<file path="src/rtl/mips_bus_pkg.sv">
// mips_bus_pkg: shared types and grant encodings for the MIPS bus arbiter
package mips_bus_pkg;

    localparam logic [1:0] GRANT_NONE = 2'b00;

    // State encoding doubles as the grant_id value, so GRANT_I/GRANT_D are the grant constants
    typedef enum logic [1:0] {
        IDLE    = GRANT_NONE,
        GRANT_I = 2'b01,
        GRANT_D = 2'b10
    } arb_state_t;

    typedef enum logic {
        CLIENT_I = 1'b0,
        CLIENT_D = 1'b1
    } client_id_t;

endpackage

</file>
<file path="src/rtl/mips_bus_rr_pick.sv">
// mips_bus_rr_pick: combinational two-way round-robin winner
module mips_bus_rr_pick
    import mips_bus_pkg::*;
(
    input  logic       req_i,
    input  logic       req_d,
    input  client_id_t last,
    output arb_state_t pick
);

    // On a tie the client not served last wins; no request yields IDLE
    always_comb begin
        pick = (req_i && req_d) ? ((last == CLIENT_D) ? GRANT_I : GRANT_D) :
               req_i ? GRANT_I :
               req_d ? GRANT_D : IDLE;
    end

endmodule

</file>
<file path="src/rtl/mips_bus_arbiter.sv">
// mips_bus_arbiter: round-robin arbiter sharing one Avalon master between instruction and data clients
module mips_bus_arbiter
    import mips_bus_pkg::*;
#(
    parameter int ADDR_W = 32
) (
    input  logic              clk,
    input  logic              reset,
    input  logic [ADDR_W-1:0] i_address,
    input  logic              i_read,
    input  logic              i_write,
    input  logic [31:0]       i_writedata,
    input  logic [3:0]        i_byteenable,
    output logic [31:0]       i_readdata,
    output logic              i_waitrequest,
    input  logic [ADDR_W-1:0] d_address,
    input  logic              d_read,
    input  logic              d_write,
    input  logic [31:0]       d_writedata,
    input  logic [3:0]        d_byteenable,
    output logic [31:0]       d_readdata,
    output logic              d_waitrequest,
    output logic [ADDR_W-1:0] address,
    output logic              read,
    output logic              write,
    output logic [31:0]       writedata,
    output logic [3:0]        byteenable,
    input  logic              waitrequest,
    input  logic [31:0]       readdata,
    output logic [1:0]        grant_id
);

    arb_state_t state, state_nxt, pick;
    client_id_t last, last_nxt;
    logic       req_i, req_d, req_g, done;

    mips_bus_rr_pick u_pick (
        .req_i (req_i),
        .req_d (req_d),
        .last  (last_nxt),
        .pick  (pick)
    );

    // State, last-served and registered grant_id; reset abandons any transfer in flight
    always_ff @(posedge clk or posedge reset) begin
        if (reset) begin
            state    <= IDLE;
            last     <= CLIENT_D;
            grant_id <= GRANT_NONE;
        end else begin
            state    <= state_nxt;
            last     <= last_nxt;
            grant_id <= state_nxt;
        end
    end

    // Next-state selection plus master/client muxing; read+write from a client counts as a write
    always_comb begin
        req_i         = i_read | i_write;
        req_d         = d_read | d_write;
        req_g         = (state == GRANT_I) ? req_i : (state == GRANT_D) ? req_d : 1'b0;
        done          = req_g & ~waitrequest;
        last_nxt      = done ? ((state == GRANT_D) ? CLIENT_D : CLIENT_I) : last;
        state_nxt     = ((state == IDLE) || done) ? pick : (req_g ? state : IDLE);
        address       = (state == GRANT_I) ? i_address : (state == GRANT_D) ? d_address : '0;
        read          = (state == GRANT_I) ? (i_read & ~i_write) :
                        (state == GRANT_D) ? (d_read & ~d_write) : 1'b0;
        write         = (state == GRANT_I) ? i_write : (state == GRANT_D) ? d_write : 1'b0;
        writedata     = (state == GRANT_I) ? i_writedata : (state == GRANT_D) ? d_writedata : '0;
        byteenable    = (state == GRANT_I) ? i_byteenable : (state == GRANT_D) ? d_byteenable : '0;
        i_waitrequest = (state == GRANT_I) ? waitrequest : 1'b1;
        d_waitrequest = (state == GRANT_D) ? waitrequest : 1'b1;
        i_readdata    = readdata;
        d_readdata    = readdata;
    end

endmodule

</file>
<file path="config.mk">
export PLATFORM = sky130hd
export DESIGN_NAME = mips_bus_arbiter
export DESIGN_NICKNAME = d
export VERILOG_FILES = /design/src/rtl/mips_bus_pkg.sv /design/src/rtl/mips_bus_rr_pick.sv /design/src/rtl/mips_bus_arbiter.sv
export SDC_FILE = /design/constraint.sdc
export NUM_CORES = 1
export LEC_CHECK = 0
export ABC_CLOCK_PERIOD_IN_PS = 1200
export BUFFER_PORTS_ARGS = -buffer_cell sky130_fd_sc_hd__buf_2
export CAP_MARGIN = 20
export CORE_AREA = 2 2 120 122
export DETAILED_ROUTE_END_ITERATION = 8
export DIE_AREA = 0 0 122 124
export HOLD_SLACK_MARGIN = 0.05
export SYNTH_ARGS = -nofsm -noshare
export SYNTH_HDL_FRONTEND = slang
export SYNTH_SLANG_ARGS = --single-unit
</file>
<file path="constraint.sdc">
create_clock -name clk -period 1.2 [get_ports clk]
set_input_delay 0.06 -clock clk [delete_from_list [all_inputs] [get_ports clk]]
set_output_delay 0.06 -clock clk [all_outputs]
set_load 0.005 [all_outputs]
</file>
### Yosys cells after proc, flatten, opt, wreduce, memory -nomap -nowiden

Cells that the tools add are included.

| operators by class | value |
|---|---|
| bitwise operators | 8 |
| muxes and demuxes | 22 |
| equal/unequal tests | 3 |
| reduce and logical (&&, ||, !) cells | 3 |

Operators by type and width:

| cell | count |
|---|---|
| $mux W32 | 4 |
| $mux W2 | 6 |
| $mux W1 | 10 |
| $mux W4 | 2 |
| $and A1 B1 Y1 | 3 |
| $not A1 Y1 | 3 |
| $eq A2 B1 Y1 const B | 1 |
| $eq A2 B2 Y1 const B | 1 |
| $logic_not A2 Y1 | 1 |
| $ne A2 B1 Y1 const B | 1 |
| $or A1 B1 Y1 | 2 |
| $logic_and A1 B1 Y1 | 1 |
| $logic_or A1 B1 Y1 | 1 |

| word-level totals | value |
|---|---|
| register bits after elaboration | 3 |
| input port bits | 175 |
| logic and storage cells | 38 |
| output and inout port bits | 138 |

### Depth between registers and ports, before layout

| depth | value |
|---|---|
| word-level depth | 8 |
| mapped depth | 4 |

### Modules after synthesis

A second synthesis with hierarchy kept.

| unflattened totals | value |
|---|---|
| cells, all modules | 181 |
| area total of the unflattened synthesis | 1508.9 µm² |

Modules (own cells, without submodules):

| module | instances | cells each | sequential area each (µm²) | area an instance (µm²) |
|---|---|---|---|---|
| mips_bus_arbiter | 1 | 178 | 76.3 | 1490.2 |
| mips_bus_rr_pick | 1 | 3 | 0.0 | 18.8 |

### Least setup slack after synthesis

Ideal clock, no wire load.

| timing | value |
|---|---|
| path kind | register -> output |
| from | reg state[0] |
| to | out read |
| stages on the path, launching flop included | 5 |
| arrival | 1115 ps |
| slack | 25 ps |
| data required time | 1140 ps |
| cell sequence | dfrtp_1 > nor2b_1 > buf_2 > buf_4 > a32o_1 |

| on the way | value |
|---|---|
| longest elaborated chain between the ends | 3 |
| elaborated cells between the ends (all ways) | 4 |

RTL lines:

| element | line | RTL |
|---|---|---|
| start: declaration | mips_bus_arbiter.sv:33 | `arb_state_t state, state_nxt, pick;` |
| start signal: assignment | mips_bus_arbiter.sv:51 | `state <= state_nxt;` |
| $eq A2 B2 Y1 | mips_bus_arbiter.sv:67 | `(state == GRANT_D) ? (d_read & ~d_write) : 1'b0;` |
| $mux W1 | mips_bus_arbiter.sv:67 |  |
| $mux W1 * | mips_bus_arbiter.sv:66 | `read = (state == GRANT_I) ? (i_read & ~i_write) :` |
| end: declaration | mips_bus_arbiter.sv:24 | `output logic read,` |

Every way passes the cells marked *; elsewhere a longest branch is shown, timed or not.

### Worst setup path after layout

| timing | value |
|---|---|
| from | reg state[0] |
| to | out address[23] |

| on the way | value |
|---|---|
| longest elaborated chain between the ends | 3 |
| elaborated cells between the ends (all ways) | 4 |

RTL lines:

| element | line | RTL |
|---|---|---|
| $eq A2 B2 Y1 | mips_bus_arbiter.sv:65 | `address = (state == GRANT_I) ? i_address : (state == GRANT_D) ? d_address : '0;` |
| $mux W32 | mips_bus_arbiter.sv:65 |  |
| $mux W32 * | mips_bus_arbiter.sv:65 |  |
| end: declaration | mips_bus_arbiter.sv:23 | `output logic [ADDR_W-1:0] address,` |

Marked as above.

==> results.py <==
metrics = {
    "place": {
        "dp.cells": 502,
        "dpl_cell_area_sq_mm": 0.00224,
        "hpwlAfterDp_um": 5830,
        "post-place-ws_ps": -114,
        "portBuffers": 216,
        "gp_congestion": 0.759,
    },
    "sta": {
        "timing.fmax_mhz": 657,
        "final-setup-viol-count": 75,
        "fin_crit_ps": 1520,
        "slew_headroom_pct": 86.4,
        "tns_ps": -17850,
        "worst_pin_slew_ps": 202,
        "grt_setup_unrepaired": "yes",
        "hold_viol_final": 0,
        "fin_crit_sh_pct": 127,
        "clock-skew-final_ps": 2.89,
        "setup_ws_ps": -321,
        "drv_slew": 0,
    },
    "synthesis": {
        "ys.warnings.count": 0,
        "netlist_instances": 176,
        "synthesis.area_sq_mm": 0.00140,
        "synth_seq_cells": 3,
        "synthDistinctLibCells": 16,
        "syn_nets": 351,
        "syn_avg_cell_area_sq_um": 7.94,
        "ys_seq_area_share_pct": 5.46,
    },
    "die": {
        "coreArea_sq_mm": 0.0137,
        "initial_core_util_pct": 10.2,
        "dieArea_sq_mm": 0.0151,
        "rows": 43,
        "die_y_um": 124,
        "io_pins": 313,
        "dieWidth_um": 122,
    },
    "finish": {
        "drive_gt1_share_pct": 73.5,
        "final_cells": 517,
        "design_area_sq_mm": 0.00253,
        "multi_input_area_sq_um": 783,
        "fin_nets": 512,
        "syn2layout_area_growth_pct": 80.9,
        "seqCellArea_sq_um": 76.3,
        "layout_common_cells": "buf_2, a22o_1, buf_4",
        "fin_util_pct": 18.4,
        "final_common_cell": "buf_2",
        "fillers": 1556,
    },
    "drt": {
        "drc": 0,
        "drt.antenna.violating_nets": 0,
        "firstDrtPassIters": 4,
        "drt-initial-drc-count": 85,
        "wl_per_cell_um": 15.2,
        "wl_um": 7850,
        "vias_per_cell": 3.92,
        "vias": 2025,
    },
    "power": {
        "power.switching_mw": 1.86,
        "internal_power_mw": 2.70,
        "power_density_mw_per_mm2": 1800,
        "ir_drop_v": 0.000660,
        "clock_power_share_pct": 11.6,
        "seqPwrFrac_pct": 4.5,
        "power_frac_comb_pct": 84.0,
        "leakagePower_nw": 1.45,
        "switching_share_pct": 40.8,
    },
    "clock_tree": {
        "clk_latency_ps": 220,
        "cts_buffers": 3,
        "cts_buffer_depth": 2,
        "clk_pin_slew_ps": 30,
        "cts.sinks": 3,
        "clockRootBuffer": "clkbuf_16",
        "tritoncts": "built",
        "htreeDepth": 1,
    },
    "setup_path": {
        "cp_max_fo": 25,
        "crit_path_end_kind": "output pin",
        "r2r_cells": 6,
        "startpoint_type": "flop",
        "cp.required_ps": 1140,
        "critPathKind": "reg2out",
        "arrival_ps": 1460,
    },
    "global_route": {
        "grt_overflow": 0,
        "grt_max_degree": 26,
        "track_usage_pct": 8.42,
        "grt_pass1_wl_um": 9380,
        "antenna_found_initial": 1,
        "first_global_vias": 1791,
    },
    "run_status": {
        "status": "finished with violations",
        "violations": "negative setup slack",
    },
    "flow_run": {
        "maxCapViolCount": 0,
    },
    "worst_hold_path": {
        "hold_path.class": "in2out",
        "min_path_cells": 0,
    },
}
==> final timing paths <==
kind | startpoint | to | slack [ps]
max reg2reg | state[0]$_DFFE_PP0P_ | state[1]$_DFFE_PP0P_ | -80
min | readdata[28] | d_readdata[28] | 120
min in group asynchronous | reset | state[1]$_DFFE_PP0P_ | 260
max in group asynchronous | reset | last$_DFF_PP1_ | 740
min reg2reg | last$_DFF_PP1_ | last$_DFF_PP1_ | 570
max | state[0]$_DFFE_PP0P_ | address[23] | -320
==> stage by stage <==
| step | hold slack, ps | power [mW] |
|---|---|---|
| after floorplan | -187 | 2.06 |
| after global placement | -67.4 | 3.40 |
| after detailed placement | -68.8 | 3.39 |
| after CTS | 120 | 4.60 |
| after global routing | 120 | 4.92 |
| final | 120 | 4.56 |
==> worst max-delay path, cell delays in order, from the launching register on <==
cell and delay, ps:
dfrtp_1 400, nor2b_4 260, buf_12 210, a22o_1 220, buf_2 140
==> cell families after synthesis <==
| logic type | count (synthesis) | synth area share, % |
|---|---|---|
| flops | 3 | 5.46 |
| buf+inv | 83 | 42.0 |
| simple gates | 11 | 4.03 |
| compound gates | 79 | 48.5 |
==> registers in the layout, indices dropped and copies added (netlist names) <==
| register | cells |
|---|---|
| state | 2 |
| last | 1 |
==> metal layers <==
metal / routed length [um] / up-vias / track usage [%]
li1: - / 924 / -
met1: 2500 / 918 / 7.72
met2: 4100 / 156 / 16.7
met3: 783 / 27 / 1.33
met4: 458 / 0 / 6.18
met5: 0 / - / 0
==> final cells by class <==
| type | count | area share [%] |
|---|---|---|
| Timing Repair Buffer | 236 | 53.4 |
| Multi-Input combinational cell | 90 | 31.0 |
| Tap cell | 180 | 8.91 |
| Clock buffer | 4 | 3.12 |
| Sequential cell | 3 | 3.02 |
| Inverter | 3 | 0.445 |
| Antenna cell | 1 | 0.0990 |
==> Yosys cell counts <==
master / number / share of area (%)
o221a_1: 2 / 1.6
o21ai_0: 3 / 1.1
dfrtp_1: 2 / 3.6
buf_4: 69 / 37
dfstp_2: 1 / 1.9
nand2b_1: 1 / 0.45
nor2b_1: 5 / 2.2
buf_2: 10 / 3.6
o31ai_1: 1 / 0.54
a21oi_1: 2 / 0.72
a32o_1: 1 / 0.72
inv_1: 3 / 0.81
clkbuf_4: 1 / 0.54
nand2_1: 1 / 0.27
nor2_1: 4 / 1.1
a22o_1: 70 / 44
==> power groups by stage <==
stage	logic, mW	registers (mW)	clock network [mW]
final	3.83	0.203	0.528
after global routing	4.17	0.210	0.549
after CTS	3.87	0.198	0.535
after detailed placement	3.19	0.199	0
after global placement	3.20	0.200	0
after floorplan	1.86	0.203	0
==> repair_timing <==
item	CTS	global route
setup buffers	6	3
endpoints found under the hold margin	3	0
gates resized for setup	11	11
cloned	3	1
setup endpoints to repair	71	74
pin swaps	5	3
hold buffers	1	0
(Power assumes the default switching activity.)
